===== src/rtl/dmem_mmio_responder_if.sv =====
// ----------------------------------------------------------------------------
// dmem_mmio_responder_if
//   Bundle of the core's data-port signals plus the TX drain port and the
//   simulation status outputs of dmem_mmio_responder.
//
//   master : the core / testbench side (drives address, store data, strobe,
//            and the TX sink ready).
//   slave  : the responder (drives load data, TX head byte/valid, done,
//            done_code and bad_access).
// ----------------------------------------------------------------------------
interface dmem_mmio_responder_if;
    logic [31:0] DataAddr;
    logic [31:0] write_data;
    logic        write_ena;
    logic [31:0] read_data;
    logic [7:0]  tx_data;
    logic        tx_valid;
    logic        tx_ready;
    logic        done;
    logic [31:0] done_code;
    logic        bad_access;

    modport master (
        output DataAddr, write_data, write_ena, tx_ready,
        input  read_data, tx_data, tx_valid, done, done_code, bad_access
    );

    modport slave (
        input  DataAddr, write_data, write_ena, tx_ready,
        output read_data, tx_data, tx_valid, done, done_code, bad_access
    );
endinterface


===== src/rtl/dmem_mmio_responder.sv =====
// ----------------------------------------------------------------------------
// dmem_mmio_responder
//   Data-side memory responder for the pipelined RISC-V core. Word RAM plus a
//   small MMIO block: byte TX FIFO with valid/ready drain, free-running cycle
//   counter and a DONE/exit register. Loads are combinational (same cycle),
//   stores commit on the rising edge of clk.
//
//   Ports:
//     clk    : clock, all state updates on the rising edge
//     reset  : synchronous active-high reset (MMIO state only; RAM keeps data)
//     bus    : slave modport of dmem_mmio_responder_if
//              DataAddr/write_data/write_ena -> read_data  (core data port)
//              tx_data/tx_valid/tx_ready                     (TX drain port)
//              done/done_code/bad_access                     (status)
//
//   Address map (word accesses only):
//     0x0000_0000 .. RAM_WORDS*4-1 : RAM
//     0x8000_0000 TXDATA  W: push byte     R: 0
//     0x8000_0004 STATUS  R: {overflow, count[5:0], empty, full}, W ignored
//     0x8000_0008 CYCLE   R: counter       W: load counter
//     0x8000_000C DONE    R: done_code     W: done=1, done_code=data
// ----------------------------------------------------------------------------
module dmem_mmio_responder #(
    parameter int    RAM_WORDS  = 64,
    parameter int    FIFO_DEPTH = 4,
    parameter string INIT_FILE  = ""
) (
    input  logic                  clk,
    input  logic                  reset,
    dmem_mmio_responder_if.slave  bus
);
    localparam int RAM_AW = $clog2(RAM_WORDS);
    localparam int PW     = $clog2(FIFO_DEPTH);
    localparam int CW     = PW + 1;

    localparam logic [1:0] REG_TXDATA = 2'd0;
    localparam logic [1:0] REG_STATUS = 2'd1;
    localparam logic [1:0] REG_CYCLE  = 2'd2;
    localparam logic [1:0] REG_DONE   = 2'd3;

    // ------------------------------------------------------------------
    // Storage and registers
    // ------------------------------------------------------------------
    logic [31:0]   r_mem [RAM_WORDS];
    logic [7:0]    r_fifo [FIFO_DEPTH];
    logic [PW-1:0] r_wr_ptr;
    logic [PW-1:0] r_rd_ptr;
    logic [CW-1:0] r_count;
    logic          r_overflow;
    logic [31:0]   r_cycle;
    logic          r_done;
    logic [31:0]   r_done_code;
    logic          r_bad_access;

    // ------------------------------------------------------------------
    // Address decode
    // ------------------------------------------------------------------
    logic              w_aligned;
    logic              w_in_ram;
    logic              w_in_mmio;
    logic [RAM_AW-1:0] w_ram_idx;
    logic [1:0]        w_reg_sel;
    logic              w_wr_ok;

    assign w_aligned = (bus.DataAddr[1:0] == 2'b00);
    assign w_in_ram  = (bus.DataAddr[31:RAM_AW+2] == '0);
    assign w_in_mmio = (bus.DataAddr[31:4] == 28'h8000_000);
    assign w_ram_idx = bus.DataAddr[RAM_AW+1:2];
    assign w_reg_sel = bus.DataAddr[3:2];
    assign w_wr_ok   = bus.write_ena & w_aligned;

    logic w_wr_ram;
    logic w_wr_tx;
    logic w_wr_cycle;
    logic w_wr_done;
    logic w_wr_bad;

    assign w_wr_ram   = w_wr_ok & w_in_ram;
    assign w_wr_tx    = w_wr_ok & w_in_mmio & (w_reg_sel == REG_TXDATA);
    assign w_wr_cycle = w_wr_ok & w_in_mmio & (w_reg_sel == REG_CYCLE);
    assign w_wr_done  = w_wr_ok & w_in_mmio & (w_reg_sel == REG_DONE);
    // Misaligned stores and stores outside both regions are errors; a STATUS
    // store is a legal (ignored) access and does not count.
    assign w_wr_bad   = bus.write_ena & (~w_aligned | (~w_in_ram & ~w_in_mmio));

    // ------------------------------------------------------------------
    // FIFO control
    // ------------------------------------------------------------------
    logic w_valid;
    logic w_full;
    logic w_empty;
    logic w_pop;
    logic w_push_accept;
    logic w_overflow_evt;

    assign w_valid        = (r_count != '0);
    assign w_empty        = ~w_valid;
    assign w_full         = (r_count == CW'(FIFO_DEPTH));
    assign w_pop          = w_valid & bus.tx_ready;
    // A pop on the same edge frees a slot, so a push into a full FIFO is
    // still accepted when the head is being drained.
    assign w_push_accept  = w_wr_tx & (~w_full | w_pop);
    assign w_overflow_evt = w_wr_tx & w_full & ~w_pop;

    // RAM commits regardless of reset: reset only clears MMIO state.
    always_ff @(posedge clk) begin
        if (w_wr_ram) begin
            r_mem[w_ram_idx] <= bus.write_data;
        end
    end

    // FIFO payload needs no reset; tx_data is gated by tx_valid.
    always_ff @(posedge clk) begin
        if (!reset && w_push_accept) begin
            r_fifo[r_wr_ptr] <= bus.write_data[7:0];
        end
    end

    always_ff @(posedge clk) begin
        if (reset) begin
            r_wr_ptr   <= '0;
            r_rd_ptr   <= '0;
            r_count    <= '0;
            r_overflow <= 1'b0;
        end else begin
            if (w_push_accept) begin
                r_wr_ptr <= r_wr_ptr + PW'(1);
            end
            if (w_pop) begin
                r_rd_ptr <= r_rd_ptr + PW'(1);
            end
            if (w_push_accept && !w_pop) begin
                r_count <= r_count + CW'(1);
            end else if (!w_push_accept && w_pop) begin
                r_count <= r_count - CW'(1);
            end
            if (w_overflow_evt) begin
                r_overflow <= 1'b1;
            end
        end
    end

    // ------------------------------------------------------------------
    // Cycle counter, DONE register, error flag
    // ------------------------------------------------------------------
    always_ff @(posedge clk) begin
        if (reset) begin
            r_cycle      <= '0;
            r_done       <= 1'b0;
            r_done_code  <= '0;
            r_bad_access <= 1'b0;
        end else begin
            // A load replaces the increment for that cycle.
            if (w_wr_cycle) begin
                r_cycle <= bus.write_data;
            end else begin
                r_cycle <= r_cycle + 32'd1;
            end
            if (w_wr_done) begin
                r_done      <= 1'b1;
                r_done_code <= bus.write_data;
            end
            if (w_wr_bad) begin
                r_bad_access <= 1'b1;
            end
        end
    end

    // ------------------------------------------------------------------
    // Combinational load path
    // ------------------------------------------------------------------
    logic [5:0]  w_count6;
    logic [31:0] w_status;

    assign w_count6 = 6'(r_count);
    assign w_status = {23'd0, r_overflow, w_count6, w_empty, w_full};

    always_comb begin
        bus.read_data = 32'd0;
        if (w_aligned) begin
            if (w_in_ram) begin
                bus.read_data = r_mem[w_ram_idx];
            end else if (w_in_mmio) begin
                case (w_reg_sel)
                    REG_STATUS: bus.read_data = w_status;
                    REG_CYCLE:  bus.read_data = r_cycle;
                    REG_DONE:   bus.read_data = r_done_code;
                    default:    bus.read_data = 32'd0;
                endcase
            end
        end
    end

    assign bus.tx_valid   = w_valid;
    assign bus.tx_data    = w_valid ? r_fifo[r_rd_ptr] : 8'h00;
    assign bus.done       = r_done;
    assign bus.done_code  = r_done_code;
    assign bus.bad_access = r_bad_access;

endmodule


===== src/flat_wrapper.sv =====
// flat-port wrapper written by rule: the top's interface ports become plain ports
module dmem_mmio_responder_flat 
#(
    parameter int    RAM_WORDS  = 64,
    parameter int    FIFO_DEPTH = 4,
    parameter string INIT_FILE  = ""
)
  (clk, reset, bus_DataAddr, bus_write_data, bus_write_ena, bus_tx_ready, bus_read_data, bus_tx_data, bus_tx_valid, bus_done, bus_done_code, bus_bad_access);
  dmem_mmio_responder_if bus_i ();
  input  logic clk;
  input  logic reset;
  input wire logic [$bits(bus_i.DataAddr)-1:0] bus_DataAddr;
  input wire logic [$bits(bus_i.write_data)-1:0] bus_write_data;
  input wire logic [$bits(bus_i.write_ena)-1:0] bus_write_ena;
  input wire logic [$bits(bus_i.tx_ready)-1:0] bus_tx_ready;
  output wire logic [$bits(bus_i.read_data)-1:0] bus_read_data;
  output wire logic [$bits(bus_i.tx_data)-1:0] bus_tx_data;
  output wire logic [$bits(bus_i.tx_valid)-1:0] bus_tx_valid;
  output wire logic [$bits(bus_i.done)-1:0] bus_done;
  output wire logic [$bits(bus_i.done_code)-1:0] bus_done_code;
  output wire logic [$bits(bus_i.bad_access)-1:0] bus_bad_access;
  assign bus_i.DataAddr = bus_DataAddr;
  assign bus_i.write_data = bus_write_data;
  assign bus_i.write_ena = bus_write_ena;
  assign bus_i.tx_ready = bus_tx_ready;
  assign bus_read_data = bus_i.read_data;
  assign bus_tx_data = bus_i.tx_data;
  assign bus_tx_valid = bus_i.tx_valid;
  assign bus_done = bus_i.done;
  assign bus_done_code = bus_i.done_code;
  assign bus_bad_access = bus_i.bad_access;
  dmem_mmio_responder #(.RAM_WORDS(RAM_WORDS), .FIFO_DEPTH(FIFO_DEPTH), .INIT_FILE(INIT_FILE)) u_core (.clk(clk), .reset(reset), .bus(bus_i));
endmodule

===== config.mk =====
export PLATFORM = sky130hd
export DESIGN_NAME = dmem_mmio_responder_flat
export DESIGN_NICKNAME = d
export VERILOG_FILES = /design/src/rtl/dmem_mmio_responder_if.sv /design/src/rtl/dmem_mmio_responder.sv /design/src/flat_wrapper.sv
export SDC_FILE = /design/constraint.sdc
export NUM_CORES = 2
export LEC_CHECK = 0
export CORE_MARGIN = 2
export CORE_UTILIZATION = 40
export DETAILED_ROUTE_END_ITERATION = 16
export SLEW_MARGIN = 10
export SYNTH_ARGS = -nofsm -noshare
export SYNTH_HDL_FRONTEND = slang
export SYNTH_SLANG_ARGS = --single-unit
export TNS_END_PERCENT = 50

===== constraint.sdc =====
create_clock -name clk -period 5.5 [get_ports clk]
set_input_delay 1.65 -clock clk [delete_from_list [all_inputs] [get_ports clk]]
set_output_delay 1.65 -clock clk [all_outputs]
set_load 0.05 [all_outputs]

[Word-level counts from Yosys, hierarchy flattened]
Memories as Yosys holds them, arrays and structs flattened. A register that Yosys moved wholly into a read port is not among the register bits.
Index checks and enable logic that the tools add are counted.
Storage, ports and cells
  output and inout port bits: 75
  latch bits: 0
  word-level logic and storage cells: 65
  memory bits (read-only): 0
  memory bits (writable): 2080
  memories: 2
  bits in registers: 74
Cells by class
  multipliers: 0
  mux-type cells: 14
  eq/ne operators: 5
  reductions and logical operators: 11
  div/mod/pow operators: 0
  $lt $le $gt $ge: 0
  shift operators: 0
  bitwise operators: 20
  $add $sub $neg: 5
Memory list
  u_core.r_mem: depth 64, bits a word 32, rd ports 1, clocked after memory_dff 0, write ports 1, RTL line dmem_mmio_responder.sv:44  | logic [31:0] r_mem [RAM_WORDS];
  u_core.r_fifo: depth 4, bits a word 8, rd ports 1, clocked after memory_dff 1, write ports 1, RTL line dmem_mmio_responder.sv:45  | logic [7:0] r_fifo [FIFO_DEPTH];
Operators by type and width (number)
  2-to-1 mux 32 bit: 4
  case mux 32 bit (3 select lines): 1
  adder 32 x 1 -> 32 bit, second input constant: 1
  equality test 28 bit, second input constant: 1
  zero test 24 bit: 1
  bitwise AND 1 bit: 12
  2-to-1 mux 8 bit: 1
  2-to-1 mux 3 bit: 2
  inverter 1 bit: 6
  adder 2 x 1 -> 2 bit, second input constant: 2
  equality test 2 bit, second input constant: 2
  zero test 2 bit: 2
  2-to-1 mux 1 bit: 4
  2-to-1 mux 2 bit: 2
  adder 3 x 1 -> 3 bit, second input constant: 1
  equality test 3 bit, second input constant: 1
  logical AND 1 bit: 3
  zero test 1 bit: 3
  nonzero test 3 bit: 1
  subtractor 3 x 1 -> 3 bit, second input constant: 1
  equality test 2 x 1 -> 1 bit, second input constant: 1
  OR 1 bit: 2
  nonzero test 2 bit: 1

[Logic depth before layout (Yosys ltp)]
  word-level depth: 9
  mapped depth: 14
  mapped depth without buffers: 9

[Worst setup path before layout]
OpenSTA, ideal clock, no wires.
  path kind: input to output
  start point: input port bus_DataAddr[2]
  end point: output port bus_read_data[18]
  arrival time: 3.969 ns
  cell stages on the path: 10
  required time: 3.850 ns
  path slack: -0.119 ns
  cell sequence: buf_6 -> buf_4 -> buf_6 -> buf_6 -> buf_6 -> buf_6 -> a211oi_1 -> a221oi_1 -> a221oi_1 -> a31oi_1
Between the ends
  cells in the longest elaborated chain, start to end: 5
  elaborated cells on any way between the ends: 8
  those cells by class: eq/ne (3); mux (4); memory (1)
Ends and longest elaborated chain
  from (decl): RTL line flat_wrapper.sv:12  | input wire logic [$bits(bus_i.DataAddr)-1:0] bus_DataAddr;
  parallel branches: the longest is 3 deep, another holds memory (64 x 32 bit)
  2-to-1 mux 32 bit *: RTL line dmem_mmio_responder.sv:181  | if (w_in_ram) begin
  2-to-1 mux 32 bit *: RTL line dmem_mmio_responder.sv:180  | if (w_aligned) begin
  to (decl): RTL line flat_wrapper.sv:16  | output wire logic [$bits(bus_i.read_data)-1:0] bus_read_data;
Mark *: on every way between the ends.

[Worst setup path after layout]
  start point: input port bus_DataAddr[2]
  end point: output port bus_read_data[9]
The elaborated chain is that of the path after synthesis.

==> results by group <==
Drt
  – Number of DRC violations after detailed routing: 0
  – Post-DR wirelength/cell: 33.2 µm
  – Vias per cell: 5.91
  – Total length of routed wires: about 270000 µm
  – Count of TritonRoute iterations in the first routing pass: 6
  – Antenna viol nets, final: 0
  – Iteration-0 DRC Markers: 6075
  – Total number of vias: 47700

Floorplan
  – Initial core utilization: 40.2%
  – Count of standard-cell rows: roughly 170
  – Total I/O pin count: 143
  – Floorplan die area: between 0.2 and 0.25 mm²
  – Core area: about 0.21 mm²
  – Die Height: ~460 µm
  – Width of the chip: around 460 µm

GRT
  – Initial antenna violation count: 22
  – Vias in the first global route: around 47000
  – Remaining global-route overflow: 0
  – Global-route wire length before repair: approximately 370000 µm
  – Pin count of the biggest net entering global routing: 76
  – All-Layer GR Usage: 24.5%

CTS
  – Cts-stage hold buffer count: 0
  – Maximum number of buffers from clock root to sink: 3
  – Root Buffer: sky130_fd_sc_hd__clkbuf_16
  – Clock transition at the registers of the reported paths: around 0.06 ns
  – Total clock sinks: roughly 2200
  – TritonCTS clock tree: done
  – CTS Buf Count: between 200 and 250
  – Latest clock arrival within the worst-skew pair: roughly 0.86 ns
  – Number of H-tree levels: 4

Outcome
  – Run status: complete, but fails checks
  – Violated checks: negative setup slack

STA
  – Share of the cycle needed by the critical path after routing: 105%
  – Least setup slack across all paths after layout: -0.255 ns
  – Achievable frequency: about 0.17 GHz
  – Number of failing hold endpoints at the final stage: 0
  – Clock skew after layout: about 0.015 ns
  – Final Slew Violations: 0
  – Transition time at the pin with the least slew margin: approximately 1.2 ns
  – Time the worst path needs with I/O delays and setup: about 5.8 ns
  – Max_slew headroom: about 18%
  – Unrepaired setup endpoints after global routing: yes
  – Final setup violation count: 31

Hold path
  – Worst min-delay path category: flop to flop

Yosys
  – Syn avg cell area: approximately 20 µm²
  – Synthesized netlist net count: between 4000 and 5000
  – Top_reg_cell synth: sky130_fd_sc_hd__edfxtp_1
  – Cell count after synthesis: 4204
  – Proportion of synthesized flip-flops having asynchronous set or reset: 0%
  – Post-synthesis instance area: 0.0843 mm²
  – Post-synth EDFFs: ~2100
  – Area contributors post-synth: sky130_fd_sc_hd__edfxtp_1, sky130_fd_sc_hd__mux4_2, sky130_fd_sc_hd__mux2i_1
  – Portion of synthesized cell area occupied by the leading cell type: about three quarters
  – Number of flip-flops and latches in the synthesized netlist: around 2200
  – Share of synthesized area occupied by flip-flops and latches: 75.9%
  – Largest area contributor in the netlist: sky130_fd_sc_hd__edfxtp_1
  – Total of warnings raised by yosys: 0
  – Library cells used by synthesis: 72

Power
  – Net switching power: approximately 7.5 mW
  – Peak VDD IR: around 350 µV
  – Sw frac: 21.7%
  – Cell Int Power: 27.0 mW
  – Power per unit of standard cell area: about 330 mW/mm²
  – Flop pwr share: approximately 52%
  – Relative contribution of combinational cells to total power: 6.3%
  – Leak Pwr: approximately 34 nW
  – Total Power Consumption: ~35 mW
  – Clock power frac: approximately two fifths

Finish
  – FF+latch area: between 0.06 and 0.07 mm²
  – Nets: 5147
  – Synthesis-to-layout area growth: 24.9%
  – Filler cell count: 16800
  – Area occupied by multi-input gates: 0.0207 mm²
  – Fraction of final layout cells sized beyond drive strength 1: a little over a third

Placement
  – RePlAce Congestion: around 0.90
  – Number of buffer cells added on primary ports: 142
  – Detailed-placement wirelength estimate: 167000 µm
  – Pre-CTS WS: -1.44 ns

Worst setup path
  – Startpoint-to-endpoint class of the critical path: input pin to output port
  – Required time at the worst-slack endpoint: just under 4 ns
  – Startpoint type of the worst setup path: input pin
  – Top fanout value on the critical path: 5
  – Crit end category: output port
  – Worst EP arrival: between 4 and 5 ns

Job
  – Maximum Capacitance Violations: 0
## registers in the layout, indices dropped and copies added, names as in the netlist, named ones only
signal,count
u_core.bus.done_code,32
u_core.r_cycle,32
u_core.r_fifo,32
u_core.r_mem,2048
u_core.r_wr_ptr,2
u_core.r_overflow,1
u_core.r_count,3
u_core.r_rd_ptr,2
u_core.bus.done,1
u_core.bus.bad_access,1
## cell families (layout without fill, tap and decap cells)
logic type	Yosys count	after routing	synth area share [%]
AO/OA/AOI/OAI	508	508	4.16
XOR/XNOR	34	34	0.353
adder cells (fa/ha/maj)	7	7	0.113
buffers and inverters	267	1312	1.97
flip-flops	2156	2156	75.9
multiplexers	708	708	14.5
other	0	10	0
AND/OR/NAND/NOR	524	524	2.98
## through the flow
stage                     cell area (µm²)  util (%)  hold slack [ns]  setup TNS (ns)  cells
after floorplan                     84400         -            0.437          -0.327   4204
after global placement              94800      45.2            0.447          -24.37   7533
after detailed placement            94800      45.2            0.450          -23.77   7533
after CTS                          104000      49.5            0.459           -4.40   7976
after global routing               105000      50.2            0.487           -4.26   8054
final                              105000      50.2            0.456           -3.56   8064
## worst max-delay path, cell delays in order
cell	delay (ns)
sky130_fd_sc_hd__buf_16	0.14
sky130_fd_sc_hd__buf_12	0.12
sky130_fd_sc_hd__buf_12	0.13
sky130_fd_sc_hd__buf_4	0.11
sky130_fd_sc_hd__mux4_2	0.49
sky130_fd_sc_hd__mux4_2	0.61
sky130_fd_sc_hd__o2bb2ai_4	0.19
sky130_fd_sc_hd__nor3_4	0.09
sky130_fd_sc_hd__o311a_4	0.38
sky130_fd_sc_hd__buf_12	0.15
## layout by cell type, fill, tap and decap left out, types with 16 or more instances in the layout
master / synthesis / final
sky130_fd_sc_hd__mux4_2: 410 / 410
sky130_fd_sc_hd__dfxtp_1: 76 / 76
sky130_fd_sc_hd__a21oi_2: 0 / 17
sky130_fd_sc_hd__nand3_1: 55 / 50
sky130_fd_sc_hd__a22o_1: 22 / 21
sky130_fd_sc_hd__nor2b_1: 20 / 16
sky130_fd_sc_hd__o21ai_0: 28 / 22
sky130_fd_sc_hd__edfxtp_1: 2080 / 2080
sky130_fd_sc_hd__a22oi_2: 0 / 19
sky130_fd_sc_hd__buf_4: 18 / 520
sky130_fd_sc_hd__clkbuf_1: 84 / 51
sky130_fd_sc_hd__clkinv_1: 2 / 48
sky130_fd_sc_hd__bufinv_16: 0 / 21
sky130_fd_sc_hd__nor3_1: 37 / 33
sky130_fd_sc_hd__buf_16: 0 / 25
sky130_fd_sc_hd__clkbuf_16: 0 / 219
sky130_fd_sc_hd__buf_6: 51 / 50
sky130_fd_sc_hd__nand2_1: 202 / 189
sky130_fd_sc_hd__buf_12: 4 / 177
sky130_fd_sc_hd__mux2_1: 17 / 17
sky130_fd_sc_hd__mux2i_1: 275 / 258
sky130_fd_sc_hd__xnor2_1: 26 / 26
sky130_fd_sc_hd__clkdlybuf4s50_1: 0 / 48
sky130_fd_sc_hd__a22oi_1: 155 / 136
sky130_fd_sc_hd__clkinv_2: 0 / 30
sky130_fd_sc_hd__buf_8: 6 / 17
sky130_fd_sc_hd__a211oi_1: 34 / 30
sky130_fd_sc_hd__buf_2: 62 / 36
sky130_fd_sc_hd__nor2_4: 0 / 74
sky130_fd_sc_hd__o22ai_1: 27 / 18
sky130_fd_sc_hd__a21oi_1: 131 / 110
sky130_fd_sc_hd__nor2_1: 116 / 37
## power by group through the flow
stage / logic [mW] / registers [mW] / clock network, mW
final: 2.16 / 18.0 / 14.4
after global routing: 2.23 / 18.0 / 15.2
after CTS: 2.02 / 18.0 / 14.5
after detailed placement: 1.85 / 18.3 / 0
after global placement: 1.83 / 18.3 / 0
after floorplan: 0.815 / 18.3 / 0
## cell usage after synthesis (all sizes together), types with 27 or more instances
| cell type | number |
|---|---|
| a211oi | 35 |
| a21oi | 131 |
| a221oi | 27 |
| a22oi | 155 |
| buf | 165 |
| clkbuf | 84 |
| dfxtp | 76 |
| edfxtp | 2080 |
| mux2i | 275 |
| mux4 | 410 |
| nand2 | 202 |
| nand3 | 55 |
| nor2 | 116 |
| nor3 | 39 |
| o21ai | 39 |
| o22ai | 27 |
## final cells by class
| type | instances | area share [%] |
|---|---|---|
| Multi-Input combinational cell | 1781 | 19.7 |
| Tap cell | 2805 | 3.33 |
| Clock inverter | 121 | 1.23 |
| Antenna cell | 10 | 0.0238 |
| Timing Repair Buffer | 907 | 9.66 |
| Inverter | 18 | 0.0689 |
| Sequential cell | 2156 | 60.8 |
| Clock buffer | 266 | 5.25 |
## metal layers
layer | wire (µm) | global-route usage (%)
met3 | 24000 | 4.20
met1 | 106000 | 33.9
met5 | 114 | 0
met2 | 127000 | 39.1
met4 | 10800 | 8.81
## final timing paths
check | to | depth (start not counted) | slack, ns | start
worst min-delay path | u_core.bus.bad_access$_SDFFE_PP0P_ | 2 | 0.46 | u_core.bus.bad_access$_SDFFE_PP0P_
worst min register to register | u_core.bus.bad_access$_SDFFE_PP0P_ | 2 | 0.46 | u_core.bus.bad_access$_SDFFE_PP0P_
worst max-delay path | bus_read_data[9] | 10 | -0.26 | bus_DataAddr[2]
worst max register to register | u_core.r_count[2]$_SDFFE_PP0P_ | 9 | 2.86 | u_core.r_count[0]$_SDFFE_PP0P_
## timing repair
| item | CTS | global route |
|---|---|---|
| buffers inserted | 43 | 82 |
| endpoints found under the setup margin | 32 | 32 |
| gates resized for setup | 308 | 144 |
| pin swaps | 59 | 61 |
| gates cloned | 17 | 8 |
No activity file was read; power rests on OpenSTA's default activity.
